$ cat config.mk
export PLATFORM = sky130hd
export DESIGN_NAME = div_sequencer
export DESIGN_NICKNAME = d
export VERILOG_FILES = /design/src/rtl/div_sequencer.sv
export SDC_FILE = /design/constraint.sdc
export NUM_CORES = 1
export LEC_CHECK = 0
export BUFFER_PORTS_ARGS = -buffer_cell sky130_fd_sc_hd__clkbuf_2
export CAP_MARGIN = 5
export CORE_ASPECT_RATIO = 0.6
export CORE_UTILIZATION = 52
export CTS_CLUSTER_DIAMETER = 150
export DETAILED_ROUTE_END_ITERATION = 12
export PLACE_DENSITY = 0.81
export SYNTH_ARGS = -nofsm -noshare
export SYNTH_HDL_FRONTEND = slang
export SYNTH_SLANG_ARGS = --single-unit
$ cat constraint.sdc
create_clock -name clk -period 2.65 [get_ports clk]
set_input_delay 0.1325 -clock clk [delete_from_list [all_inputs] [get_ports clk]]
set_output_delay 0.1325 -clock clk [all_outputs]
set_load 0.02 [all_outputs]
$ cat src/rtl/div_sequencer.sv
// div_sequencer: sign handling and sequencing in front of a 32-bit unsigned
// iterative divider. It converts the operands to magnitudes, loads the divider
// and clocks it through its 32 iterations plus a finish cycle. It then applies
// sign correction and writes HI (remainder) and LO (quotient).
// A zero divisor is resolved here without starting the divider.
module div_sequencer (
    input  logic        clk,
    input  logic        rst_n,
    input  logic        start,
    input  logic        is_signed,
    input  logic [31:0] a,
    input  logic [31:0] b,
    output logic        busy,
    output logic        done,
    output logic [31:0] hi,
    output logic [31:0] lo,
    output logic        div_by_zero,
    output logic [31:0] div_a,
    output logic [31:0] div_b,
    output logic        div_rst_n,
    output logic        div_enabled,
    input  logic [31:0] div_hi,
    input  logic [31:0] div_lo
);

    typedef enum logic [1:0] {
        IDLE    = 2'd0,
        LOAD    = 2'd1,
        RUN     = 2'd2,
        CAPTURE = 2'd3
    } state_t;

    // Last RUN count: the divider needs 32 iterations plus 1 finish cycle.
    localparam logic [5:0] LAST_RUN_CNT = 6'd32;

    state_t      state_reg;
    state_t      state_next;
    logic [5:0]  cnt_reg;
    logic        neg_q_reg;
    logic        neg_r_reg;
    logic        done_reg;
    logic        div_by_zero_reg;
    logic [31:0] hi_reg;
    logic [31:0] lo_reg;
    logic [31:0] div_a_reg;
    logic [31:0] div_b_reg;
    logic        busy_dec;
    logic        div_rst_n_dec;
    logic        div_enabled_dec;

    // State register; reset abandons any in-flight divide.
    always_ff @(posedge clk or negedge rst_n) begin
        if (!rst_n) begin
            state_reg <= IDLE;
        end else begin
            state_reg <= state_next;
        end
    end

    // Next-state logic. A zero divisor never leaves IDLE.
    always_comb begin
        state_next = state_reg;
        case (state_reg)
            IDLE:    if (start && (b != 32'd0)) state_next = LOAD;
            LOAD:    state_next = RUN;
            RUN:     if (cnt_reg == LAST_RUN_CNT) state_next = CAPTURE;
            CAPTURE: state_next = IDLE;
            default: state_next = IDLE;
        endcase
    end

    // Output decode from the state register only, so there is no
    // combinational path from the inputs.
    always_comb begin
        busy_dec        = 1'b0;
        div_rst_n_dec   = 1'b0;
        div_enabled_dec = 1'b0;
        case (state_reg)
            IDLE: begin
                busy_dec        = 1'b0;
                div_rst_n_dec   = 1'b0;
                div_enabled_dec = 1'b0;
            end
            LOAD: begin
                busy_dec        = 1'b1;
                div_rst_n_dec   = 1'b0;
                div_enabled_dec = 1'b0;
            end
            RUN: begin
                busy_dec        = 1'b1;
                div_rst_n_dec   = 1'b1;
                div_enabled_dec = 1'b1;
            end
            CAPTURE: begin
                busy_dec        = 1'b1;
                div_rst_n_dec   = 1'b1;
                div_enabled_dec = 1'b0;
            end
            default: begin
                busy_dec        = 1'b0;
                div_rst_n_dec   = 1'b0;
                div_enabled_dec = 1'b0;
            end
        endcase
    end

    // Datapath: operand magnitudes, sign flags, iteration count and results.
    always_ff @(posedge clk or negedge rst_n) begin
        if (!rst_n) begin
            cnt_reg         <= 6'd0;
            neg_q_reg       <= 1'b0;
            neg_r_reg       <= 1'b0;
            done_reg        <= 1'b0;
            div_by_zero_reg <= 1'b0;
            hi_reg          <= 32'd0;
            lo_reg          <= 32'd0;
            div_a_reg       <= 32'd0;
            div_b_reg       <= 32'd0;
        end else begin
            done_reg <= 1'b0;
            case (state_reg)
                IDLE: begin
                    if (start) begin
                        if (b == 32'd0) begin
                            hi_reg          <= a;
                            lo_reg          <= 32'hFFFF_FFFF;
                            div_by_zero_reg <= 1'b1;
                            done_reg        <= 1'b1;
                        end else begin
                            // The magnitude of INT_MIN is itself, read as unsigned.
                            div_a_reg <= (is_signed && a[31]) ? -a : a;
                            div_b_reg <= (is_signed && b[31]) ? -b : b;
                            neg_q_reg <= is_signed & (a[31] ^ b[31]);
                            neg_r_reg <= is_signed & a[31];
                            cnt_reg   <= 6'd0;
                        end
                    end
                end
                RUN: begin
                    cnt_reg <= cnt_reg + 6'd1;
                end
                CAPTURE: begin
                    lo_reg          <= neg_q_reg ? -div_lo : div_lo;
                    hi_reg          <= neg_r_reg ? -div_hi : div_hi;
                    div_by_zero_reg <= 1'b0;
                    done_reg        <= 1'b1;
                end
                default: begin
                end
            endcase
        end
    end

    assign busy        = busy_dec;
    assign div_rst_n   = div_rst_n_dec;
    assign div_enabled = div_enabled_dec;
    assign done        = done_reg;
    assign hi          = hi_reg;
    assign lo          = lo_reg;
    assign div_by_zero = div_by_zero_reg;
    assign div_a       = div_a_reg;
    assign div_b       = div_b_reg;

endmodule

# == After elaboration in Yosys (flattened, before gate mapping) ==
# Index checks and enable logic that the tools add are counted.
# totals
memories,0
elab_cells,69
rom_bits,0
latch_bits,0
in_bits,132
ramBits,0
reg_bits,140
# classes
shifts,0
addsub,5
order_cmp,0
div,0
multipliers,0
n_eq_ne,9
muxes,25
bitwise,4
reduce_logical,16
# op_table
op,n
$mux W32,8
$neg A32 Y32,4
$pmux W32 S2,2
$logic_not A32 Y1,1
$reduce_bool A32 Y1,1
$mux W6,2
$pmux W6 S2,1
$ne A2 B2 Y1 const B,5
$pmux W1 S2,5
$reduce_and A3 Y1,3
$pmux W2 S4,1
$add A6 B1 Y6 const B,1
$eq A6 B6 Y1 const B,1
$reduce_or A3 Y1,2
$eq A2 B2 Y1 const B,2
$mux W1,4
$mux W2,2
$reduce_bool A2 Y1,2
$reduce_or A2 Y1,2
$logic_and A1 B1 Y1,3
$and A1 B1 Y1,2
$eq A2 B1 Y1 const B,1
$logic_not A2 Y1,1
$reduce_and A2 Y1,1
other kinds (2),2

# == Longest topological paths before layout ==
# depth
word_depth,4
ltp_mapped,11
ltp_nobuf,8

# == Worst setup path after synthesis ==
# OpenSTA, ideal clock, no wires.
# synth_path
path_type,input -> register
from,in b[0]
to,reg hi_reg[19] (netlist: hi[19])
arrival_time_ns,2.291
cell_stages,9
setup_time_ns,0.145
setup_slack_ns,0.214
n_path_buf,1
required_ns,2.505
cell_sequence,inv_1 -> ha_1 -> or3b_2 -> or3_4 -> or2_1 -> buf_6 -> or4_4 -> o211ai_2 -> o311ai_2
# synth_via
elab_chain_cells,3
# synth_rtl
item,line,rtl
start: declaration,12,"input logic [31:0] b,"
$logic_not A32 Y1,124,if (b == 32'd0) begin
$ne A2 B2 Y1 (no line),n/a,
$reduce_and A3 Y1 (no line),n/a,
end signal: assignment,144,hi_reg <= neg_r_reg ? -div_hi : div_hi;
end: declaration,43,logic [31:0] hi_reg;
# No other way between the ends.
# A chain may end at the register's enable or synchronous reset.

# == Final worst setup path ==
# layout_path
from,in b[0]
to,reg hi_reg[4] (netlist: hi[4])
# Same word-level chain as after synthesis.

==> reports/results.txt <==
Setup crit start kind: input port
clock root buffer: clkbuf_16
DRC: 0
dominant cell type by area after synthesis: dfrtp_1
initial antenna violation count: 0
arrival time worst endpoint: 2.62 ns
RSZ-0062 raised after global routing: no
CP Capture Type: flip-flop
status: finished, final reports clean
ANT cells: 0
Worst-Skew Late Latency: 0.42 ns
IO Pins: 265
DIE AREA: 16,800 µm²
Detail Route Antenna Nets: 0
CTS clk-pin slew, worst paths: 0.07 ns
Final setup viols: 0
Seq/Total Area, Yosys: 0.414
fin crit share: 0.868
CTS tree: built
synthesis-to-layout area growth: 27.2%
Max Clock Freq: 435 MHz
Via Count: 8,346
Max Cap Viol: 0
worst hold slack: 0.00998 ns
Worst Skew: 0.0126 ns
count of input and output buffers: 264
Slew Viols, Final: 0
1st-iter DRT viols: 872
CTS buffer count: 17
final wirelength: 26.1 mm
Synth area leaders: dfrtp_1, xor2_1, xnor2_1, nand2_1, o21ai_0
final worst slack: 0.350 ns
DP Worst Slack: -0.0770 ns
Via density: 5.79
CTS sink cnt: 140
Final Hold Viols: 0
Post-Syn Area: 8470 µm²
H-Tree Depth: 4
Max-slew headroom: 0.499
number of synthesis warnings: 0
Initial Util: 0.541
Placed Cells incl. Taps: 1,408
Syn Area/Cell: 8.82 µm²
ys async rst share: 1.00
number of synthesized flops with an enable pin: 0
share of cells above drive strength 1: 0.287
vias in the first global route: 7,533
pwr/cell area: 1080 nW/µm²
Worst VDD drop: 0.562 mV
non-filler instance count after layout: 1,442
Post-CTS Resized: 0
dominant synthesized flop cell: dfrtp_1
routability cong.: 0.935
critical path type: input port to flip-flop
postcts setup bufs: 0
share of the synthesized area in the top cell type: 0.414
Cells after Synth: 960
Remaining Overflow, GRT: 0
number of synthesized register bits: 140
Rows: 35
largest net degree at the start of global routing: 76
Hold WC Path Type: input port to flip-flop
static leakage: 4.80 nW
first-pass GRT wire length: 41.2 mm
Nets: 1,367
Yosys cell types: 64
Post-Syn Nets: 1,101
dpl hpwl: 19.8 mm
per-cell routed wire length: 18.1 µm
clock tree buffer depth: 2
min Tclk post-route: 2.30 ns
Core Region: 15,600 µm²
TritonRoute pass-1 iters: 5
worst-path fanout max: 19
total track usage: 0.318
WP data required: 2.97 ns
Slew @ Worst Pin: 0.750 ns
Die Span Y: 101 µm
Die X: 167 µm
layout make-up:
cell class | instances | area, µm²
clock buffer | 17 | 425
inverter | 24 | 90.1
multi-input combinational | 744 | 4650
clock inverter | 15 | 174
timing repair buffer | 299 | 1670
tap | 203 | 254
sequential | 140 | 3500
fill | 1290 | 4870
routing by layer:
layer | global-route usage | wire length, µm | up-vias
li1 | - | - | 3988
met1 | 0.486 | 12400 | 3870
met2 | 0.438 | 10700 | 457
met3 | 0.0915 | 2780 | 31
met4 | 0.0734 | 330 | 0
met5 | 0 | 0 | -
cell usage after synthesis (2+ instances only):
| cell | n |
|---|---|
| dfrtp_1 | 140 |
| or2_1 | 2 |
| nand2_1 | 120 |
| or3_4 | 3 |
| o221ai_1 | 2 |
| or4_1 | 20 |
| nand4b_1 | 2 |
| a21oi_1 | 26 |
| a211oi_1 | 5 |
| mux2i_1 | 25 |
| o31ai_1 | 28 |
| and2_0 | 2 |
| nand3b_1 | 3 |
| or4_4 | 3 |
| nand4_1 | 5 |
| a221o_1 | 2 |
| nand3_1 | 23 |
| clkbuf_1 | 30 |
| o41ai_1 | 13 |
| nor3b_1 | 4 |
| or4b_2 | 3 |
| a221oi_1 | 2 |
| a31oi_1 | 39 |
| o21a_1 | 2 |
| o21ai_0 | 87 |
| inv_1 | 23 |
| o21ai_1 | 29 |
| xnor2_1 | 57 |
| ha_1 | 9 |
| or2_2 | 6 |
| a21o_1 | 5 |
| buf_4 | 7 |
| nor2_1 | 82 |
| and2_1 | 4 |
| or3b_2 | 2 |
| xor2_1 | 60 |
| buf_2 | 12 |
| nand2b_1 | 5 |
| nor3_1 | 22 |
| or3_1 | 11 |
| nor4_1 | 12 |
path summary, 6_finish.rpt:
path | startpoint | end | slack, ns | cells after the start
setup / recovery | b[0] | hi[4]$_DFFE_PN0P_ | 0.35 | 10
hold / removal | b[12] | div_b[12]$_DFFE_PN0P_ | 0.01 | 3
setup reg to reg | state_reg[0]$_DFFE_PN0P_ | hi[4]$_DFFE_PN0P_ | 0.44 | 7
hold reg to reg | div_a[30]$_DFFE_PN0P_ | div_a[30]$_DFFE_PN0P_ | 0.48 | 2
max in group asynchronous | rst_n | lo[31]$_DFFE_PN0P_ | 1.61 | 3
min in group asynchronous | rst_n | div_a[19]$_DFFE_PN0P_ | 0.24 | 2
power breakdown:
part           leakage (nW)  switching, mW  internal (mW)
logic                  2.87           3.53           1.95
registers              1.65          0.596           3.06
clock network         0.287           1.05           1.42
critical path: stages:
cell and delay (ns):
clkbuf_2 0.09, inv_1 0.07, ha_1 0.20, or3b_2 0.48
or3_4 0.42, nor4_4 0.27, buf_4 0.20, a31oi_4 0.25
buf_4 0.27, o21ai_0 0.22
through the flow:
| stage | setup TNS, ns | utilization | total power [mW] | instance area, µm² |
|---|---|---|---|---|
| after CTS | 0 | 0.689 | 11.6 | 10800 |
| after global placement | 0 | 0.649 | 8.95 | 10100 |
| after detailed placement | -0.103 | 0.649 | 9.10 | 10100 |
| final | 0 | 0.689 | 11.6 | 10800 |
| after global routing | 0 | 0.689 | 12.3 | 10800 |
| after floorplan | 0 | - | 7.14 | 8470 |
cells by family after synthesis:
logic type               share of synthesized area
AND/OR/NAND/NOR                              0.196
adder cells (fa/ha/maj)                     0.0133
XOR/XNOR                                     0.121
buffers and inverters                       0.0396
flip-flops                                   0.414
multiplexers                                0.0309
AO/OA/AOI/OAI                                0.185
what timing repair did:
item / CTS / global route
endpoints found under the hold margin: 54 / 0
hold buffers: 2 / 0
setup endpoints to repair: 0 / 0
cell usage in the layout, fill, tap and decap left out, types with 4 or more instances in the layout:
cell type	n
and2_1	4
mux2i_1	25
xnor2_1	57
or4_1	20
nor4_1	12
o21ai_1	29
nand2_1	120
o21ai_0	87
inv_1	23
inv_6	6
dfrtp_1	140
clkbuf_2	263
nor3_1	22
nand4_1	5
a31oi_1	38
a21oi_1	26
or2_2	6
or3_1	11
ha_1	8
nand3_1	23
a21o_1	5
xor2_1	60
buf_4	27
o31ai_1	28
nor3b_1	4
a211oi_1	5
nand2b_1	5
clkbuf_16	17
buf_12	6
o41ai_1	13
nor2_1	82
(Power assumes the default switching activity.)
